## config.mk

```make
export PLATFORM = sky130hd
export DESIGN_NAME = step_pulse_gen
export DESIGN_NICKNAME = d
export VERILOG_FILES = /design/src/rtl/step_pulse_gen.sv
export SDC_FILE = /design/constraint.sdc
export NUM_CORES = 1
export LEC_CHECK = 0
export CORE_UTILIZATION = 37
export DETAILED_ROUTE_END_ITERATION = 8
export GPL_TIMING_DRIVEN = 0
export HOLD_SLACK_MARGIN = 0.02
export PLACE_DENSITY = 0.68
export SLEW_MARGIN = 20
export SYNTH_ARGS = -nofsm -noshare
export SYNTH_HDL_FRONTEND = slang
export SYNTH_SLANG_ARGS = --single-unit
```

## constraint.sdc

```tcl
create_clock -name inclk -period 2.4 [get_ports inclk]
set_clock_uncertainty 0.2 [all_clocks]
set_input_delay 0.72 -clock inclk [delete_from_list [all_inputs] [get_ports inclk]]
set_output_delay 0.72 -clock inclk [all_outputs]
set_load 0.005 [all_outputs]
```

## src/rtl/step_pulse_gen.sv

```systemverilog
// -----------------------------------------------------------------------------
// step_pulse_gen
//
// Purpose:
//   Fast-domain receiver for a slow clock or manual step signal (scaled clock
//   output, push-button or switch). The asynchronous input is brought into the
//   inclk domain through a two-flop synchroniser and then debounced. Each
//   accepted rising edge produces a single inclk-wide step pulse. The core uses
//   that pulse as a clock enable, so it stays on the one fast clock instead of
//   running from a divided clock.
//
// Parameters:
//   DEBOUNCE    consecutive inclk cycles the synchronised input must hold a new
//               level before it is accepted (legal range 1..65535)
//   CNT_W       width of step_count
//
// Ports:
//   inclk       in   1      system clock
//   rst_n       in   1      asynchronous reset, active low
//   slow_in     in   1      asynchronous slow clock / button level
//   ena         in   1      step enable; low = track the level, no pulses
//   step        out  1      one-cycle pulse on each accepted rising edge while ena
//   level       out  1      debounced, synchronised level of slow_in
//   step_count  out  CNT_W  number of step pulses issued, wraps modulo 2^CNT_W
// -----------------------------------------------------------------------------
module step_pulse_gen #(
    parameter logic [15:0] DEBOUNCE = 16'd50000,
    parameter int          CNT_W    = 16
) (
    input  logic             inclk,
    input  logic             rst_n,
    input  logic             slow_in,
    input  logic             ena,
    output logic             step,
    output logic             level,
    output logic [CNT_W-1:0] step_count
);

    localparam int          SYNC_STAGES = 2;
    // Terminal count of the debounce counter; the accept happens on the edge
    // that would otherwise move the counter past this value.
    localparam logic [15:0] DEB_LAST    = DEBOUNCE - 16'd1;
    localparam logic [CNT_W-1:0] CNT_ONE = CNT_W'(1);

    // -------------------------------------------------------------------------
    // Synchroniser: sync_reg[0] is s1, sync_reg[SYNC_STAGES-1] is s2. Only the
    // last stage is used downstream; nothing else looks at slow_in.
    // -------------------------------------------------------------------------
    logic [SYNC_STAGES-1:0] sync_reg;
    logic [SYNC_STAGES-1:0] sync_next;

    generate
        for (genvar gi = 0; gi < SYNC_STAGES; gi++) begin : g_sync
            if (gi == 0) begin : g_first
                assign sync_next[gi] = slow_in;
            end else begin : g_chain
                assign sync_next[gi] = sync_reg[gi-1];
            end
        end
    endgenerate

    always_ff @(posedge inclk or negedge rst_n) begin
        if (!rst_n) begin
            sync_reg <= '0;
        end else begin
            sync_reg <= sync_next;
        end
    end

    logic s2;
    assign s2 = sync_reg[SYNC_STAGES-1];

    // -------------------------------------------------------------------------
    // Debounce, step pulse and step counter
    // -------------------------------------------------------------------------
    logic [15:0]      deb_cnt_reg,    deb_cnt_next;
    logic             level_reg,      level_next;
    logic             step_reg,       step_next;
    logic [CNT_W-1:0] step_count_reg, step_count_next;

    always_comb begin
        deb_cnt_next    = deb_cnt_reg;
        level_next      = level_reg;
        step_next       = 1'b0;
        step_count_next = step_count_reg;

        if (s2 == level_reg) begin
            // Input agrees with the accepted level: any partial run of the
            // opposite level was a glitch and is thrown away entirely.
            deb_cnt_next = 16'd0;
        end else if (deb_cnt_reg == DEB_LAST) begin
            level_next   = s2;
            deb_cnt_next = 16'd0;
            // ena only matters on this edge; a rise accepted while disabled
            // is lost for good, and falling accepts never pulse.
            if (s2 && ena) begin
                step_next       = 1'b1;
                step_count_next = step_count_reg + CNT_ONE;
            end
        end else begin
            deb_cnt_next = deb_cnt_reg + 16'd1;
        end
    end

    // After an accept, level equals s2, so the next edge cannot accept a rise
    // again; step therefore never stays high for two consecutive cycles.
    always_ff @(posedge inclk or negedge rst_n) begin
        if (!rst_n) begin
            deb_cnt_reg    <= 16'd0;
            level_reg      <= 1'b0;
            step_reg       <= 1'b0;
            step_count_reg <= '0;
        end else begin
            deb_cnt_reg    <= deb_cnt_next;
            level_reg      <= level_next;
            step_reg       <= step_next;
            step_count_reg <= step_count_next;
        end
    end

    assign step       = step_reg;
    assign level      = level_reg;
    assign step_count = step_count_reg;

endmodule

```

# [After elaboration in Yosys (flattened, before gate mapping)]
# Index checks and enable logic that the tools add are counted.
[op_classes] n_bitwise=1 add_sub_neg=2 reduce_logical=3 order_cmp=0 n_eq_ne=2 multipliers=0 n_shift=0 mux=5 n_div=0
[ops] cell="16-bit by 1-bit adder with 16-bit output (second input constant)" count=2
[ops] cell="16-bit 2-to-1 mux" count=2
[ops] cell="16-bit == test (second input constant)" count=1
[ops] cell="1-bit 2-to-1 mux" count=3
[ops] cell="3-bit AND reduction" count=1
[ops] cell="2-bit AND reduction" count=1
[ops] cell="1-bit == test" count=1
[ops] cell="1-bit logical AND" count=1
[ops] cell="1-bit NOT" count=1
[totals] memories=0 rom_bits=0 inputBits=4 ramBits=0 word_cells=18 reg_bits=36 out_inout_bits=18 latchBits=0

# [Logic depth before layout (Yosys ltp)]
# Gate-level depths: netlist of run 1.
[depth] ltp_word=4 depth_mapped=7 depth_no_buf=5

# [Least setup slack after synthesis of run 1]
# Ideal clock, no wire load.
[synth_timing] kind="reg-to-reg" startpoint="reg deb_cnt_reg[0]" endpoint="reg step_count_reg[1], in the netlist step_count[1]" setup_time_ns=0.125 arrival_time_ns=1.561 slack_ns=0.514 n_path_buf=1 stages_incl_launch_ff=7 path_cell_list="dfrtp_1 -> ha_1 -> and3_1 -> buf_2 -> nand4_2 -> nor2_1 -> mux2_2"
[synth_between] elab_chain_len=2
[synth_rtl] element="start, declared" line="76" text="logic [15:0] deb_cnt_reg, deb_cnt_next;"
[synth_rtl] element="start signal, assigned" line="114" text="deb_cnt_reg <= deb_cnt_next;"
[synth_rtl] element="16-bit == test" line="91" text="end else if (deb_cnt_reg == DEB_LAST) begin"
[synth_rtl] element="3-bit AND reduction (no source line)"
[synth_rtl] element="end signal, assigned" line="117" text="step_count_reg <= step_count_next;"
[synth_rtl] element="end, declared" line="79" text="logic [CNT_W-1:0] step_count_reg, step_count_next;"
# Every way passes these cells.
# A chain may end at the register's enable or synchronous reset.

# [Worst setup path in the final report of run 1]
[layout_timing] startpoint="reg step_count_reg[3], in the netlist step_count[3]" endpoint="out step_count[3]"
[layout_rtl] element="end, declared" line="36" text="output logic [CNT_W-1:0] step_count"
# No word-level cell between the ends.

==> results of run 1 <==
## routing by layer
layer / share of wire (%) / routed length (µm)
met2: 43 / 1453
met4: 2.5 / 85
met1: 52 / 1728
met3: 2.4 / 82
met5: 0 / 0
## how the worst max path moves through the flow
stage                          end  depth (start not counted)      startpoint
global placement    step_count[10]                          1           rst_n
floorplan            step_count[1]                          6  deb_cnt_reg[0]
CTS                  step_count[3]                          1   step_count[3]
detailed placement  step_count[15]                          5             ena
global route        step_count[15]                          5             ena
finish               step_count[3]                          1   step_count[3]
## per-stage QoR
stage / util, % / total power [µW] / setup TNS [ps]
3_5_place_dp: 45.95 / 669.7 / -283.1
6_report: 48.04 / 1102 / 0
4_1_cts: 48.04 / 1114 / 0
2_1_floorplan: - / 642.4 / 0
5_1_grt: 48.04 / 1150 / 0
3_3_place_gp: 45.44 / 664.3 / -14590
## cells by family (layout without fill, tap and decap cells)
| group | after synthesis | count (layout) | share of synthesized area, % |
|---|---|---|---|
| AOI/OAI and AO/OA | 4 | 4 | 1.301 |
| xor gates and xnor gates | 28 | 28 | 14.61 |
| adders and majority gates | 2 | 2 | 1.446 |
| buffers and inverters | 5 | 35 | 1.374 |
| DFF | 36 | 36 | 52.06 |
| muxes | 1 | 1 | 0.6507 |
| and+or+nand+nor | 83 | 83 | 28.56 |
## Yosys cell counts
| master | n | share of area, % |
|---|---|---|
| and4bb_2 | 2 | 1.4 |
| nand4_1 | 11 | 4.0 |
| xor2_2 | 1 | 0.94 |
| or4_1 | 1 | 0.43 |
| a21oi_1 | 2 | 0.58 |
| o31ai_1 | 1 | 0.43 |
| xnor2_1 | 13 | 6.6 |
| and4_1 | 2 | 1.0 |
| inv_1 | 1 | 0.22 |
| nor3_1 | 6 | 1.7 |
| nand2_1 | 12 | 2.6 |
| buf_2 | 4 | 1.2 |
| and3_2 | 2 | 0.87 |
| dfrtp_1 | 36 | 52 |
| o21ai_0 | 1 | 0.29 |
| mux2_2 | 1 | 0.65 |
| nand3_2 | 1 | 0.58 |
| nand3_1 | 15 | 4.3 |
| and2_2 | 1 | 0.43 |
| nand4_2 | 1 | 0.72 |
| xor2_1 | 14 | 7.1 |
| and2_1 | 1 | 0.36 |
| nor4b_4 | 1 | 1.4 |
| and3_1 | 3 | 1.1 |
| nor2_1 | 15 | 3.3 |
| ha_1 | 2 | 1.4 |
| nor4_1 | 5 | 1.8 |
| or3_1 | 1 | 0.36 |
| nor4_2 | 3 | 2.2 |
## report_power, final
group          switching, µW  leakage, µW  internal (µW)
sequential              5.87     0.000496            612
clock                    216    0.0000510            229
combinational           24.8     0.000372           14.1
total                    246     0.000919            855
## final cells by class
type	count	area, µm²	area share (%)
buffer	4	20.02	0.9440
sequential	36	900.9	42.48
clock inverter	2	10.01	0.4720
clock buffer	6	82.58	3.894
inverter	1	3.754	0.1770
timing repair buffer	22	232.7	10.97
multi-input combinational	118	805.8	37.99
tap	52	65.06	3.068
==> results.toml, run 1 <==
[placement]
io_buffer_count = 21
gp_congestion = 0.7770
hpwl_mm = 2.355
post-place-cells = 233
place_area_um2 = 2028
preCtsSetupSlack_ps = -79.53

[worst_setup_path]
arrival_ps = 1300
worst_path_dominant_cell_family = "buffers and inverters"
worstSetupEndpointType = "output port"
ff2ff_path_depth = 6
cp_cell_sequence = "clkdlybuf4s50_1"
cp_num_buf_inv = 1
startpoint_type = "flop"
crit_required_ps = 1480
rrSetupSlack_ps = 310
rr_startpoint = "deb_cnt_reg[0]"
timing.rr.end = "step_count[1]"
slowest_stage = "clkdlybuf4s50_1"
slowest_delay_ps = 550
cp_max_fo = 6
path_class = "reg -> out"

[synth]
synth_warnings = 0
ys_ff_latch = 36
synth-seq-area-share_pct = 52.06
syn_avg_cell_area_um2 = 10.88
syn-instance-count = 159
synth_nets = 165
syn_area_um2 = 1730
synth.distinct_cells = 29

[global_route]
top_usage_layer = "met2"
grt_overflow = 0
grt_first_pass_wirelength_mm = 5.947
grt_max_degree = 20
grt_use_total_pct = 15.75
grt_pass1_vias = 1203
met3_usage_pct = 3.175
met1_usage_pct = 22.30
antenna_found_initial = 0
use_met2_pct = 22.33

[finish]
final_cells = 241
drive_gt1_share_pct = 14.29
area_growth_pct = 22.56
antenna_cells = 0
fillers = 429
nNetsFinal = 194
layout_common_cells = "dfrtp_1, clkdlybuf4s50_1, nand3_1, nor2_1, xor2_1"
final_cell_area_um2 = 2121
layout_commonest_cell = "dfrtp_1"

[power]
ir_worst_vdd_mv = 0.2890
powerDensity_nw_per_um2 = 519.5
leakage_uw = 0.0009194

[timing]
drv_slew = 0
fin_crit_ps = 2223
fmax_ghz = 0.4499
tightestPinTransition_ps = 493.3
period_share_pct = 92.61
hold_slack_ps = 167.5
fin_ws_ps = 177.4
max_slew_margin_pct = 67.12
rsz0062_at_grt = "no"
finalHoldViolations = 0
setup_viol = 0

[cts]
cts_tree = "yes"
clockBufferDepth = 2
ctsHtreeMaxLevel = 2
cts_hold_buf = 0
cts_resized = 0
post-cts-setup-buffer-count = 0
cts.sinks = 36
clock-root-buffer = "clkbuf_8"
worstSkewPairLatency_ps = 290
clk_pin_slew_ps = 70
cts_inserted_buffers = 5

[die]
dieArea_um2 = 4954
ioPinCount = 22
start_util_pct = 39.20
rows = 24
die_h_um = 70.39
die_x_um = 70.39
core_um2 = 4414

[route]
routed_wl_mm = 3.350
viasPerCell = 5.303
num_vias = 1278
first_pass_iters = 4
ant_nets = 0
wire_per_inst_um = 13.90
drc_errors = 0
first_iter_violations = 64

[worst_hold_path]
worstHoldStart = "sync_reg[0]"
whs_path_depth = 0
hp-class = "reg -> reg"
min_to = "sync_reg[1]"

[run_status]
status = "complete, no violations"

[flow_run]
max_cap_violations = 0
Power figures use the tool's default switching activity.
==> run 2: changes to the inputs <==
--- a/config.mk
+++ b/config.mk
@@ -5,11 +5,13 @@
 export SDC_FILE = /design/constraint.sdc
 export NUM_CORES = 1
 export LEC_CHECK = 0
+export ABC_AREA = 1
 export CORE_UTILIZATION = 37
+export CTS_CLUSTER_DIAMETER = 120
 export DETAILED_ROUTE_END_ITERATION = 8
 export GPL_TIMING_DRIVEN = 0
 export HOLD_SLACK_MARGIN = 0.02
-export PLACE_DENSITY = 0.68
+export PLACE_DENSITY = 0.67
 export SLEW_MARGIN = 20
 export SYNTH_ARGS = -nofsm -noshare
 export SYNTH_HDL_FRONTEND = slang
==> results.toml, run 2 <==
[synth]
syn_area_um2 = 2103
ys_ff_latch = 36
syn_avg_cell_area_um2 = 6.698
synth_top_area_cell = "dfrtp_1"
yosysMostFrequentCell = "nand2_1"
synth_compound_area_share_pct = 3.510
synthArstFlopShare_pct = 100.0
synth_nets = 320
synth-seq-area-share_pct = 42.83
yosys.area_share.adder_pct = 1.190
synth.mux.area_fraction_pct = 0
synth_warnings = 0
yosys-top-cells-count = "nand2_1, nor2_1, inv_1"
synth_simple_gate_area_share_pct = 41.40
yosysTopAreaCellShare_pct = 42.83
synth_edf_count = 0
synth-main-ff-cell = "dfrtp_1"
synth.distinct_cells = 23
synth_area_leaders = "dfrtp_1, nand2_1, nor2_1"
syn-instance-count = 314
synth_xor_area_share_pct = 2.855
synth_top_family_by_area = "simple AND/OR/NAND/NOR gates"

[die]
ioPinCount = 22
die_x_um = 77.40
start_util_pct = 38.20
core_um2 = 5507
rows = 27
dieArea_um2 = 5990
die_h_um = 77.40

[timing]
fmax_ghz = 0.4514
hold_slack_ps = 160.7
tightestPinTransition_ps = 461.0
setup_viol = 0
drv_slew = 0
period_share_pct = 92.30
max_slew_margin_pct = 69.27
fin_crit_ps = 2215
rsz0062_at_grt = "no"
finalHoldViolations = 0

[cts]
clock-root-buffer = "clkbuf_8"
cts_hold_buf = 0
cts_resized = 0
clockBufferDepth = 2
ctsHtreeMaxLevel = 2
cts_tree = "yes"
post-cts-setup-buffer-count = 0
cts_inserted_buffers = 5
worstSkewPairLatency_ps = 290
clk_pin_slew_ps = 80
cts.sinks = 36

[power]
leakage_uw = 0.001138
ir_worst_vdd_mv = 0.2506
total_power_uw = 1070
powerDensity_nw_per_um2 = 427.5

[worst_setup_path]
cp_max_fo = 6
slowest_delay_ps = 540
path_class = "reg -> out"
cp_num_buf_inv = 1
crit_end = "step_count[5]"
crit_required_ps = 1480
ff2ff_path_depth = 8
cp_cell_sequence = "clkdlybuf4s50_1"
timing.rr.end = "deb_cnt_reg[15]"
rrSetupSlack_ps = 570
path_depth = 1
worstSetupEndpointType = "output port"
rr_startpoint = "deb_cnt_reg[13]"
startpoint_type = "flop"
slowest_stage = "clkdlybuf4s50_1"
worst_path_dominant_cell_family = "buffers and inverters"
arrival_ps = 1300
startpoint = "step_count[5]"

[route]
first_iter_violations = 95
ant_nets = 0
viasPerCell = 4.783
wire_per_inst_um = 11.19
first_pass_iters = 5
num_vias = 1985
drc_errors = 0
routed_wl_mm = 4.643

[finish]
layout_common_cells = "nand2_1, nor2_1, inv_1, dfrtp_1, clkdlybuf4s50_1"
antenna_cells = 0
nNetsFinal = 349
fillers = 570
layout_commonest_cell = "nand2_1"
drive_gt1_share_pct = 4.082
area_growth_pct = 19.04

[global_route]
grt_first_pass_wirelength_mm = 8.424
grt_overflow = 0
grt_max_degree = 20
grt_pass1_vias = 1862
antenna_found_initial = 0
grt_use_total_pct = 17.84

[placement]
hpwl_mm = 3.509
io_buffer_count = 21
gp_congestion = 0.8979

[run_status]
status = "complete, no violations"

[flow_run]
max_cap_violations = 0

[worst_hold_path]
hp-class = "in -> async"
## run 2: cell count changes after synthesis, moves of 4 or more
cell and delta:
nand2_1 +94, nor2_1 +55, inv_1 +41, xnor2_1 -12
xor2_1 -10, o21ai_1 +9, nor4_1 -5, buf_2 -4
## run 2: cell type report
cell class	count	area [µm²]	share of cell area, %
multi-input combinational	234	1030	41.13
sequential	36	900.9	35.98
timing repair buffer	22	232.7	9.295
inverter	43	161.4	6.447
tap	72	90.09	3.598
clock buffer	6	72.57	2.899
buffer	1	11.26	0.4498
clock inverter	1	5.005	0.1999
## run 2: worst min path at each step
stage	from	cells past startpoint	slack, ps	endpoint
floorplan	sync_reg[0]	0	130	sync_reg[1]
global placement	sync_reg[0]	0	140	sync_reg[1]
detailed placement	sync_reg[0]	0	150	sync_reg[1]
CTS	sync_reg[0]	0	170	sync_reg[1]
global route	sync_reg[0]	0	180	sync_reg[1]
finish	rst_n	1	160	step_count[10]
## run 2: per-layer routing
metal	share of wire [%]	routed length, µm	up-vias	track usage, %
met5	0	0	-	0
met2	44	2047	31	27.79
li1	-	-	1021	-
met1	50	2337	924	23.77
met4	1.8	82	0	6.415
met3	3.7	174	9	4.706
## run 2: logic make-up after synthesis
| kind of cell | count (synthesis) |
|---|---|
| flip-flops | 36 |
| buffers and inverters | 44 |
| AO/OA/AOI/OAI | 14 |
| adder cells (fa/ha/maj) | 2 |
| XOR/XNOR | 6 |
| AND/OR/NAND/NOR | 212 |
## run 2: report_power, final
group / internal (µW) / switching, µW
registers: 612 / 5.42
logic: 12.9 / 26.5
clock network: 197 / 216
total: 822 / 248
## run 2: through the flow
stage / worst slack (ps) / instances / setup TNS (ps) / area, µm² / utilization, %
after floorplan: 733.5 / 314 / 0 / 2103 / -
after global placement: -433.2 / 407 / -15520 / 2404 / 43.65
after detailed placement: 81.80 / 408 / 0 / 2426 / 44.06
after CTS: 169.7 / 415 / 0 / 2504 / 45.47
after global routing: 105.5 / 415 / 0 / 2504 / 45.47
final: 184.9 / 415 / 0 / 2504 / 45.47
